File: config.mk
export PLATFORM = sky130hd
export DESIGN_NAME = poly_phasor
export DESIGN_NICKNAME = d
export VERILOG_FILES = /design/src/rtl/poly_phasor.sv
export SDC_FILE = /design/constraint.sdc
export NUM_CORES = 1
export LEC_CHECK = 0
export ABC_CLOCK_PERIOD_IN_PS = 7800
export CAP_MARGIN = 20
export CORE_MARGIN = 2
export CORE_UTILIZATION = 26
export CTS_CLUSTER_DIAMETER = 30
export DETAILED_ROUTE_END_ITERATION = 12
export GPL_TIMING_DRIVEN = 1
export SYNTH_ARGS = -nofsm -noshare
export SYNTH_HDL_FRONTEND = slang
export SYNTH_SLANG_ARGS = --single-unit
File: constraint.sdc
create_clock -name Clk -period 7.8 [get_ports Clk]
set_clock_uncertainty 0.05 [all_clocks]
set_input_delay 0.78 -clock Clk [delete_from_list [all_inputs] [get_ports Clk]]
set_output_delay 0.78 -clock Clk [all_outputs]
set_load 0.005 [all_outputs]
File: src/rtl/poly_phasor.sv
// Time-multiplexed N-voice phase accumulator: one Enable tick runs a frame that
// services every voice in turn, one per Clk, emitting wavetable address/fraction.
//
// state | meaning
// IDLE  | waiting for a sample tick (Enable or a pending tick)
// RUN   | servicing voice voiceSel this cycle
module poly_phasor #(
  parameter int NUM_VOICES = 8,
  parameter int PHASE_W    = 32,
  parameter int ADDR_W     = 12,
  parameter int INTERP_W   = 16,
  localparam int VW        = $clog2(NUM_VOICES)
) (
  input  logic                Clk,
  input  logic                Reset,
  input  logic                Enable,
  input  logic [PHASE_W-1:0]  phaseIncrement,
  input  logic [PHASE_W-1:0]  fmInput,
  input  logic                phaseRst,
  output logic [VW-1:0]       voiceSel,
  output logic                busy,
  output logic                outValid,
  output logic [VW-1:0]       voiceOut,
  output logic [ADDR_W-1:0]   wavetableAddr,
  output logic [INTERP_W-1:0] interp,
  output logic                wrapped,
  output logic                frameDone,
  output logic                overrun
);

  typedef enum logic {IDLE, RUN} state_t;

  state_t state_q, state_d;
  logic   pending;
  logic   last_voice;

  logic [PHASE_W-1:0] phase [NUM_VOICES];
  logic [PHASE_W+1:0] sum;
  logic               wrap_now;

  assign last_voice = (voiceSel == VW'(NUM_VOICES - 1));

  always_ff @(posedge Clk) begin
    if (Reset) state_q <= IDLE;
    else       state_q <= state_d;
  end

  always_comb begin
    state_d = state_q;
    case (state_q)
      IDLE:    if (Enable || pending) state_d = RUN;
      RUN:     if (last_voice && !pending) state_d = IDLE;
      default: state_d = IDLE;
    endcase
  end

  always_comb begin
    busy = (state_q == RUN);
  end

  // A frame start consumes the pending tick; a fresh Enable in that same cycle
  // becomes the new pending tick rather than being lost.
  always_ff @(posedge Clk) begin
    if (Reset) begin
      voiceSel <= '0;
      pending  <= 1'b0;
      overrun  <= 1'b0;
    end else begin
      case (state_q)
        IDLE: begin
          if (Enable || pending) begin
            voiceSel <= '0;
            pending  <= pending & Enable;
          end
        end
        RUN: begin
          if (last_voice) voiceSel <= '0;
          else            voiceSel <= voiceSel + VW'(1);
          if (last_voice && pending) begin
            pending <= Enable;
          end else if (Enable) begin
            if (pending) overrun <= 1'b1;
            else         pending <= 1'b1;
          end
        end
        default: ;
      endcase
    end
  end

  // Two guard bits: bit PHASE_W+1 flags a negative sum, bit PHASE_W an overflow.
  always_comb begin
    sum = {2'b00, phase[voiceSel]}
        + {2'b00, phaseIncrement}
        + {{2{fmInput[PHASE_W-1]}}, fmInput};
    wrap_now = sum[PHASE_W+1] | sum[PHASE_W];
  end

  always_ff @(posedge Clk) begin
    if (Reset) begin
      for (int i = 0; i < NUM_VOICES; i++) phase[i] <= '0;
      outValid      <= 1'b0;
      voiceOut      <= '0;
      wavetableAddr <= '0;
      interp        <= '0;
      wrapped       <= 1'b0;
      frameDone     <= 1'b0;
    end else begin
      outValid  <= 1'b0;
      wrapped   <= 1'b0;
      frameDone <= 1'b0;
      if (busy) begin
        phase[voiceSel] <= phaseRst ? '0 : sum[PHASE_W-1:0];
        outValid        <= 1'b1;
        voiceOut        <= voiceSel;
        wavetableAddr   <= phaseRst ? '0 : phase[voiceSel][PHASE_W-1 -: ADDR_W];
        interp          <= phaseRst ? '0 : phase[voiceSel][PHASE_W-ADDR_W-1 -: INTERP_W];
        wrapped         <= ~phaseRst & wrap_now;
        frameDone       <= last_voice;
      end
    end
  end

endmodule
Word-level counts from Yosys, hierarchy flattened
Memory sizes are Yosys's and may differ from the RTL's. A register that Yosys moved wholly into a read port is not among the register bits. Index checks and enable logic that the tools add are counted. Widths: inputs -> output; s select.

Multipliers: 0. Reductions and logical operators: 8. Shift operators: 0. Magnitude comparators: 0. Divide/modulo/power cells: 0. Eq/ne operators: 3. Add/subtract/negate cells: 3. Mux-type cells: 23. Bitwise gates (word level): 6.

Operator list (number): $mux 32 (2); $add 33x34->34 (1); $add 32x32->33 (1); $reduce_or 32->1 (1); $mux 16 (1); $mux 3 (5); $mux 12 (1); $mux 1 (11); $pmux 3 s2 (1); $pmux 1 s2 (2); $reduce_and 4->1 (1); $add 3x1->3 const B (1); $eq 3x3->1 const B (1); $ne 3x2->1 const B (1); $not 1->1 (3); $and 1x1->1 (2); $logic_and 1x1->1 (2); $ne 2x2->1 const B (1); $reduce_and 2->1 (1); $reduce_or 2->1 (1); $logic_not 1->1 (1); $logic_or 1x1->1 (1); $or 1x1->1 (1).

Register bits after elaboration: 40. Input port bits: 68. Bits in latches: 0. RAM bits: 256. Output and inout port bits: 39. Memories kept: 1. ROM bits: 0. Logic and storage cells: 54.

Memories: phase (words 8, width 32, rd ports 1, clocked after memory_dff 1, wr ports 8, RTL line 37) `logic [PHASE_W-1:0] phase [NUM_VOICES];`.

Longest topological paths before layout
Gate-level depths: netlist (run 1).

Depth in word-level cells: 5. Gate-level depth with buffers: 16. Depth with buffers taken out: 14.

Worst setup path before layout (run 1)
No wires, ideal clock.

Path kind: register to register. Start point: register (tool-made name). End point: memory phase[0][19], data pin. Clock period less this slack: 4.712 ns. Buffers on the path: 2. Data required time: 7.478 ns. Path slack: 3.088 ns. Library setup time: 0.272 ns. Arrival: 4.391 ns. Stages on the path, launching flop included: 17. Cell sequence: dfxtp_1 > clkbuf_1 > buf_2 > mux4_2 > mux2_2 > fa_1 > ha_1 > fa_1 > a211oi_2 > o21ai_1 > a21oi_2 > o21ai_1 > a21oi_2 > o21bai_1 > a21oi_1 > xor2_1 > nor2_1.

RTL lines (RTL line): to (decl) (37).

==> summary.txt, run 1 <==
Outcome
  – Status: completed

Finish
  – Fraction of layout cells with a size suffix above 1: 0.2012
  – Diode count: 0
  – Total Nets Final: 1416
  – Final std cell area, no fill: between 15000 and 20000 µm²
  – Commonest cells after routing, fill and taps aside: nor2_1 (320), edfxtp_1 (256), clkdlybuf4s50_1 (105)
  – Area grow syn2layout: 29.89%
  – Most common cell after layout, fill and taps aside: nor2_1
  – Layout Cells excl Fill: roughly 2100
  – # fillers: ~5500

Run
  – Max_cap viols: 0

Power
  – Sequential power share: 0.303
  – Sw power: around 1.8 mW
  – PwrDens: 313.6 nW/µm²
  – Switching portion of total power: 0.2891
  – Peak supply drop: around 0.16 mV
  – Clock group share of total power: 0.517
  – Leak: around 7 nW
  – Pint: ~4.3 mW
  – Total chip power: a little over 6 mW
  – Comb power frac: 0.180

Timing
  – Worst slew pin tran: 1.127 ns
  – Final setup violation count: 0
  – Tcrit/Tclk final: 0.6882
  – Post-Route Setup TNS: 0 ns
  – Hold Vio Cnt, Final: 0
  – RSZ-0062 raised after global routing: no
  – Final worst path period need: about 5.4 ns
  – Final max-slew violation count: 0
  – Hold_ws: approximately 0.43 ns
  – Max Clock Freq: between 150 and 200 MHz
  – Relative slew slack: 0.2466

Clocking
  – CTS root buf: clkbuf_16
  – Clock sink count: between 200 and 300
  – CTS tree: done
  – Clock buffer count from CTS: 73
  – # Post-CTS Setup Buffers: 0
  – Post-CTS Hold Buffers: 0
  – CTS resizes: 0
  – H-Tree Level Count: 3
  – Clk slew on worst S/H paths: about 0.040 ns
  – Clk buf depth: 3
  – Worst-Skew Late Latency: roughly 0.61 ns

Critical path
  – Max FO, Critical Path: 40
  – Type of the worst setup path: reg -> reg
  – WP data required: a little over 8 ns
  – WP data arrival: between 5 and 6 ns
  – Crit start category: flop
  – CP endpoint kind: flop

Logic synthesis
  – Syn. warnings: 0
  – Netlist cell types: 51
  – Seq/Total Area, Yosys: 0.5733
  – Post-Syn Area per Cell: between 10 and 15 µm²
  – EDFF count, synth: ~260
  – Synthesized cell area: 14910 µm²
  – Mapped Nets: approximately 1300
  – Synth Instances: about 1200
  – Fraction of registers with async set/reset: 0
  – Ys flop type: edfxtp_1
  – Number of synthesized register bits: approximately 300

Detailed routing
  – DR DRC count: 0
  – Wirelength, routed: around 43 mm
  – Vias post-DR: slightly below 10000
  – Avg Vias per Cell: approximately 4.7
  – Routed wl met3: ~3.0 mm
  – WL/cell: 20.61 µm
  – Met2 WL: between 20 and 25 mm
  – Met1 Wirelength: between 15 and 20 mm
  – Drt first pass iters: 4
  – DRT iter0 DRCs: 770
  – Top sig layer: met4
  – Antenna Nets Post-Route: 0

GRT
  – First-pass GRT wire length: roughly 64 mm
  – Vias in the first global route: ~10000
  – Initial antenna violation count: 1
  – Gr ovfl total: 0
  – GRT Total Usage: 0.1466
  – Largest net degree at the start of global routing: 47

Die
  – Die width: about 240 µm
  – Initial Util: 0.2639
  – Die area: about 59000 µm²
  – Die height: around 240 µm
  – Core box area: ~56000 µm²
  – FP Rows: 87
  – IO Pins: between 100 and 150

Place
  – DP Area: 16760 µm²
  – I/O Buffers: around 110
  – Final RePlAce weighted congestion: ~0.80
  – Post-DP HPWL: between 20 and 30 mm
  – Placed insts: ~2000

Min path
  – HP Class: reg -> reg
[cell families after synthesis]
kind of cell | after synthesis | synth area share
AOI/OAI and AO/OA | 124 | 0.05504
xor gates and xnor gates | 31 | 0.02198
buffers and inverters | 100 | 0.02618
muxes | 99 | 0.1228
adders and majority gates | 67 | 0.07283
DFF | 299 | 0.5733
and+or+nand+nor | 446 | 0.1279
[sequential cells by signal, summed over array words and instances (netlist names), named ones only]
register	flops
busy	1
frameDone	1
interp	16
outValid	1
overrun	1
pending	1
phase	256
voiceOut	3
voiceSel	3
wavetableAddr	12
wrapped	1
[metrics by stage]
stage / utilization / setup slack [ns]
after floorplan: - / 3.088
after global placement: 0.2964 / 2.496
after detailed placement: 0.2966 / 2.381
after CTS: 0.3426 / 2.371
after global routing: 0.3428 / 2.032
final: 0.3428 / 2.432
[critical path, stage by stage (launching register included)]
cell	delay, ns
dfxtp_4	0.90
buf_4	0.37
mux4_2	0.52
mux2_2	0.30
fa_1	0.44
ha_1	0.39
a21oi_1	0.31
o211ai_1	0.22
and3_1	0.19
nor2_1	0.24
a21oi_1	0.21
a211oi_1	0.31
o21bai_1	0.16
xnor2_2	0.36
nor2_1	0.09
[power groups by stage]
| stage | clock network (mW) | registers (mW) | logic (mW) |
|---|---|---|---|
| after floorplan | 0 | 1.85 | 0.793 |
| after global placement | 0 | 1.87 | 1.08 |
| after detailed placement | 0 | 1.87 | 1.09 |
| after CTS | 3.18 | 1.84 | 1.10 |
| after global routing | 3.27 | 1.85 | 1.20 |
| final | 3.14 | 1.84 | 1.09 |
[area by class of cell]
type / count / area [µm²] / share of cell area
sequential: 299 / 8554 / 0.4417
multi-input combinational: 767 / 5976 / 0.3085
clock buffer: 77 / 1842 / 0.09509
timing repair buffer: 129 / 1256 / 0.06486
tap: 756 / 945.9 / 0.04884
clock inverter: 59 / 753.2 / 0.03889
inverter: 11 / 41.29 / 0.002132
[synthesized netlist by cell type, types with 5 or more instances]
cell type	instances	area, µm²
fa_1	33	660.6
nand2b_1	27	168.9
dfxtp_1	43	860.8
a31oi_1	5	31.28
mux2_2	32	360.4
nand2_1	29	108.9
nor2_1	320	1201
buf_2	12	60.06
edfxtp_1	256	7687
mux4_2	64	1441
xor2_1	13	113.9
nand4_1	5	31.28
nor3_1	5	25.02
a21o_1	9	67.56
buf_1	17	63.81
or2_2	8	50.05
o21bai_1	5	37.54
inv_1	11	41.29
nand3_1	10	50.05
nor2b_1	34	212.7
o21ai_1	8	40.04
clkbuf_1	60	225.2
ha_1	34	425.4
xnor2_1	12	105.1
a21oi_1	63	315.3
o21ai_0	9	45.04
[final timing paths]
kind / startpoint / to / slack, ns / cells past startpoint
setup / recovery: flop / phase[3][31] / 2.43 / 14
hold / removal: overrun / overrun / 0.43 / 2
hold reg to reg: overrun / overrun / 0.43 / 2
setup reg to reg: flop / phase[3][31] / 2.43 / 14
[per-layer routing]
metal,GRT usage,up-vias
met2,0.2350,393
met1,0.1891,4941
met4,0.05576,0
met3,0.03922,109
met5,0,-
li1,-,4417
No activity file was read; power rests on OpenSTA's default activity.
==> run 2: changes to the inputs <==
--- a/config.mk
+++ b/config.mk
@@ -5,7 +5,7 @@
 export SDC_FILE = /design/constraint.sdc
 export NUM_CORES = 1
 export LEC_CHECK = 0
-export ABC_CLOCK_PERIOD_IN_PS = 7800
+export ABC_CLOCK_PERIOD_IN_PS = 5500
 export CAP_MARGIN = 20
 export CORE_MARGIN = 2
 export CORE_UTILIZATION = 26
==> constraint.sdc (replaced) <==
create_clock -name Clk -period 5.5 [get_ports Clk]
set_clock_uncertainty 0.05 [all_clocks]
set_input_delay 0.55 -clock Clk [delete_from_list [all_inputs] [get_ports Clk]]
set_output_delay 0.55 -clock Clk [all_outputs]
set_load 0.005 [all_outputs]
==> run 2 against run 1 <==
  * Utilization grew 0.11 points
  * Global-route usage shrank 0.16 points
  * Worst setup slack lost 2.0 ns
  * Power grew 41%
  * Sequential power grew 41%
  * Combinational power grew 48%
  * Routed wire length shrank 1.1%
  * First-iteration DRC count grew 6.4%
  * Via count shrank 0.10%
  * Largest power group unchanged
  * Fmax grew 5.6%
  * Final cell count grew 0.76%
  * Cell area grew 0.32%
  * Highest routed layer is now met5
==> summary.txt, run 2 (same netlist as run 1, synthesis figures left out) <==
Place
  – Final RePlAce weighted congestion: 0.8313 (was 0.7957)
  – Post-DP HPWL: 26.38 mm (was 26.62 mm)
  – DP Area: 16890 µm² (was 16760 µm²)
  – Placed insts: 1976 (was 1961)
  – I/O Buffers: 106 (unchanged)

Finish
  – Layout Cells excl Fill: 2114 (was 2098)
  – Total Nets Final: 1432 (was 1416)
  – Final std cell area, no fill: 19430 µm² (was 19370 µm²)
  – Fraction of layout cells with a size suffix above 1: 0.2165 (was 0.2012)
  – Diode count: 0 (unchanged)
  – Most flops, register: phase (unchanged)
  – Most common cell after layout, fill and taps aside: nor2_1 (unchanged)
  – Area grow syn2layout: 30.30% (was 29.89%)
  – Biggest regs: phase: 256 flops, interp: 16 flops, wavetableAddr: 12 flops (unchanged)
  – # fillers: 5481 (was 5454)
  – Number of flip-flops in the largest register: 256 (unchanged)
  – Commonest cells after routing, fill and taps aside: nor2_1 (320), edfxtp_1 (256), clkdlybuf4s50_1 (105) (unchanged)

Clocking
  – H-Tree Level Count: 3 (unchanged)
  – Clk slew on worst S/H paths: 0.05 ns (was 0.04 ns)
  – Clock sink count: 299 (unchanged)
  – CTS root buf: clkbuf_16 (unchanged)
  – Worst-Skew Late Latency: 0.60 ns (was 0.61 ns)
  – Clk buf depth: 3 (unchanged)
  – Clock buffer count from CTS: 75 (was 73)
  – # Post-CTS Setup Buffers: 0 (unchanged)
  – CTS tree: done (unchanged)

Power
  – Leak: 7.047 nW (was 6.986 nW)
  – Sequential power share: 0.304 (was 0.303)
  – Clock group share of total power: 0.508 (was 0.517)
  – Pint: 6.089 mW (was 4.318 mW)
  – Sw power: 2.461 mW (was 1.756 mW)
  – Total chip power: 8.551 mW (was 6.075 mW)
  – Switching portion of total power: 0.2879 (was 0.2891)
  – PwrDens: 440.1 nW/µm² (was 313.6 nW/µm²)
  – Peak supply drop: 0.2029 mV (was 0.1565 mV)
  – Comb power frac: 0.188 (was 0.180)

GRT
  – Largest net degree at the start of global routing: 46 (was 47)
  – Gr ovfl total: 0 (unchanged)
  – Met2 usage: 0.2402 (was 0.2350)
  – M1 GR Usage: 0.1860 (was 0.1891)
  – Met3 usage: 0.03448 (was 0.03922)
  – GRT Total Usage: 0.1450 (was 0.1466)
  – Vias in the first global route: 10332 (was 10481)
  – Grt peak-use layer: met2 (unchanged)
  – First-pass GRT wire length: 63.98 mm (was 64.29 mm)
  – Initial antenna violation count: 1 (unchanged)

Timing
  – Final worst path period need: 5.084 ns (was 5.368 ns)
  – Max Clock Freq: 196.7 MHz (was 186.3 MHz)
  – Tcrit/Tclk final: 0.9244 (was 0.6882)
  – Post-Route Setup TNS: 0 ns (unchanged)
  – RSZ-0062 raised after global routing: no (unchanged)
  – Final max-slew violation count: 0 (unchanged)
  – Relative slew slack: 0.2621 (was 0.2466)
  – Final setup violation count: 0 (unchanged)
  – Hold Vio Cnt, Final: 0 (unchanged)
  – Worst slew pin tran: 1.104 ns (was 1.127 ns)
  – Hold_ws: 0.4286 ns (was 0.4307 ns)

Min path
  – Worst hold start: overrun (unchanged)
  – HP Class: reg -> reg (unchanged)
  – Hold Path Stages: 2 (unchanged)
  – Hold Path End: overrun (unchanged)

Critical path
  – Critical Path Most Common Cell: nor2_1
  – WP data required: 5.77 ns (was 8.07 ns)
  – Crit path cell chain: buf_12, mux4_2, mux2_2, fa_1, ha_1, nand4_1, nor3b_2, and3_1, nor2_1, a21oi_1, a211oi_1, o21bai_1, xnor2_2, nor2_1 (was buf_4, mux4_2, mux2_2, fa_1, ha_1, a21oi_1, o211ai_1, and3_1, nor2_1, a21oi_1, a211oi_1, o21bai_1, xnor2_2, nor2_1)
  – CP endpoint kind: flop (unchanged)
  – Max incr delay on CP: 0.55 ns (was 0.90 ns)
  – Crit start category: flop (unchanged)
  – FF-to-FF End: phase[4][31] (was phase[3][31])
  – Crit-path slowest cell: mux4_2 (was dfxtp_4)
  – WP data arrival: 5.35 ns (was 5.64 ns)
  – Max FO, Critical Path: 28 (was 40)
  – Reg-to-reg slack, setup: 0.42 ns (was 2.43 ns)
  – R2R cell count: 14 (unchanged)
  – Type of the worst setup path: reg -> reg (unchanged)

Detailed routing
  – DR DRC count: 0 (unchanged)
  – DRT iter0 DRCs: 819 (was 770)
  – Drt first pass iters: 5 (was 4)
  – Wirelength, routed: 42.76 mm (was 43.25 mm)
  – Antenna Nets Post-Route: 0 (unchanged)
  – WL/cell: 20.23 µm (was 20.61 µm)
  – Vias post-DR: 9850 (was 9860)
  – Avg Vias per Cell: 4.659 (was 4.700)

Die
  – Die area: 59280 µm² (unchanged)
  – Die height: 243.5 µm (unchanged)
  – Core box area: 56500 µm² (unchanged)
  – IO Pins: 107 (unchanged)
  – Die width: 243.5 µm (unchanged)
  – FP Rows: 87 (unchanged)
  – Initial Util: 0.2639 (unchanged)

Run
  – Max_cap viols: 0 (unchanged)

Outcome
  – Status: completed (unchanged)
run 2: changes by cell type in the layout (fill, tap and decap cells not counted), sizes merged:
cell,delta
clkinvlp,+1
clkbuf,+2
bufinv,-3
buf,+14
inv,+2
run 2: what timing repair did:
action,in CTS,in global routing
resized for setup,0,1
hold buffers,0,0
setup endpoints to repair,0,1
run 2: final cells by class:
cell class,count,area (µm²),area share
clock buffers,79,1902,0.09788
clock inverters,59,629.4,0.03239
inverters,11,41.29,0.002125
multi-input cells,767,5986,0.3081
flip-flops and latches,299,8554,0.4403
well taps,756,945.9,0.04868
repair buffers,143,1371,0.07058
run 2: worst max path at each step:
stage	slack [ns]	from	depth (start not counted)	to
final	0.42	flop	14	phase[4][31]
after global routing	0.15	flop	14	phase[5][31]
after CTS	0.24	flop	14	phase[4][31]
after detailed placement	0.26	flop	14	phase[4][31]
after global placement	0.23	flop	14	phase[4][31]
after floorplan	0.79	flop	16	phase[0][19]
run 2: routing by layer:
metal / wire [µm] / up-vias
met2: 20760 / 356
met1: 18040 / 4949
li1: - / 4458
met3: 2857 / 85
met5: 10 / -
met4: 1087 / 2
run 2: power groups by stage:
stage | clock network, mW | logic (mW) | registers, mW
CTS | 4.40 | 1.61 | 2.60
detailed placement | 0 | 1.60 | 2.64
finish | 4.34 | 1.61 | 2.60
global route | 4.53 | 1.77 | 2.61
global placement | 0 | 1.59 | 2.63
floorplan | 0 | 1.13 | 2.62
run 2: critical path, delay by kind of cell, from the launching register on:
kind	cells	cell delay, ns
compound gates	3	0.70
xor+xnor	1	0.22
fa+ha+maj	2	0.97
buf+inv	1	0.30
flops	1	0.54
mux	2	0.87
simple gates	5	1.13
run 2: through the flow:
| step | worst slack, ns | util |
|---|---|---|
| 5_1_grt | 0.1485 | 0.3439 |
| 3_3_place_gp | 0.2284 | 0.2990 |
| 2_1_floorplan | 0.7876 | - |
| 3_5_place_dp | 0.2568 | 0.2990 |
| 4_1_cts | 0.2402 | 0.3438 |
| 6_report | 0.4157 | 0.3439 |
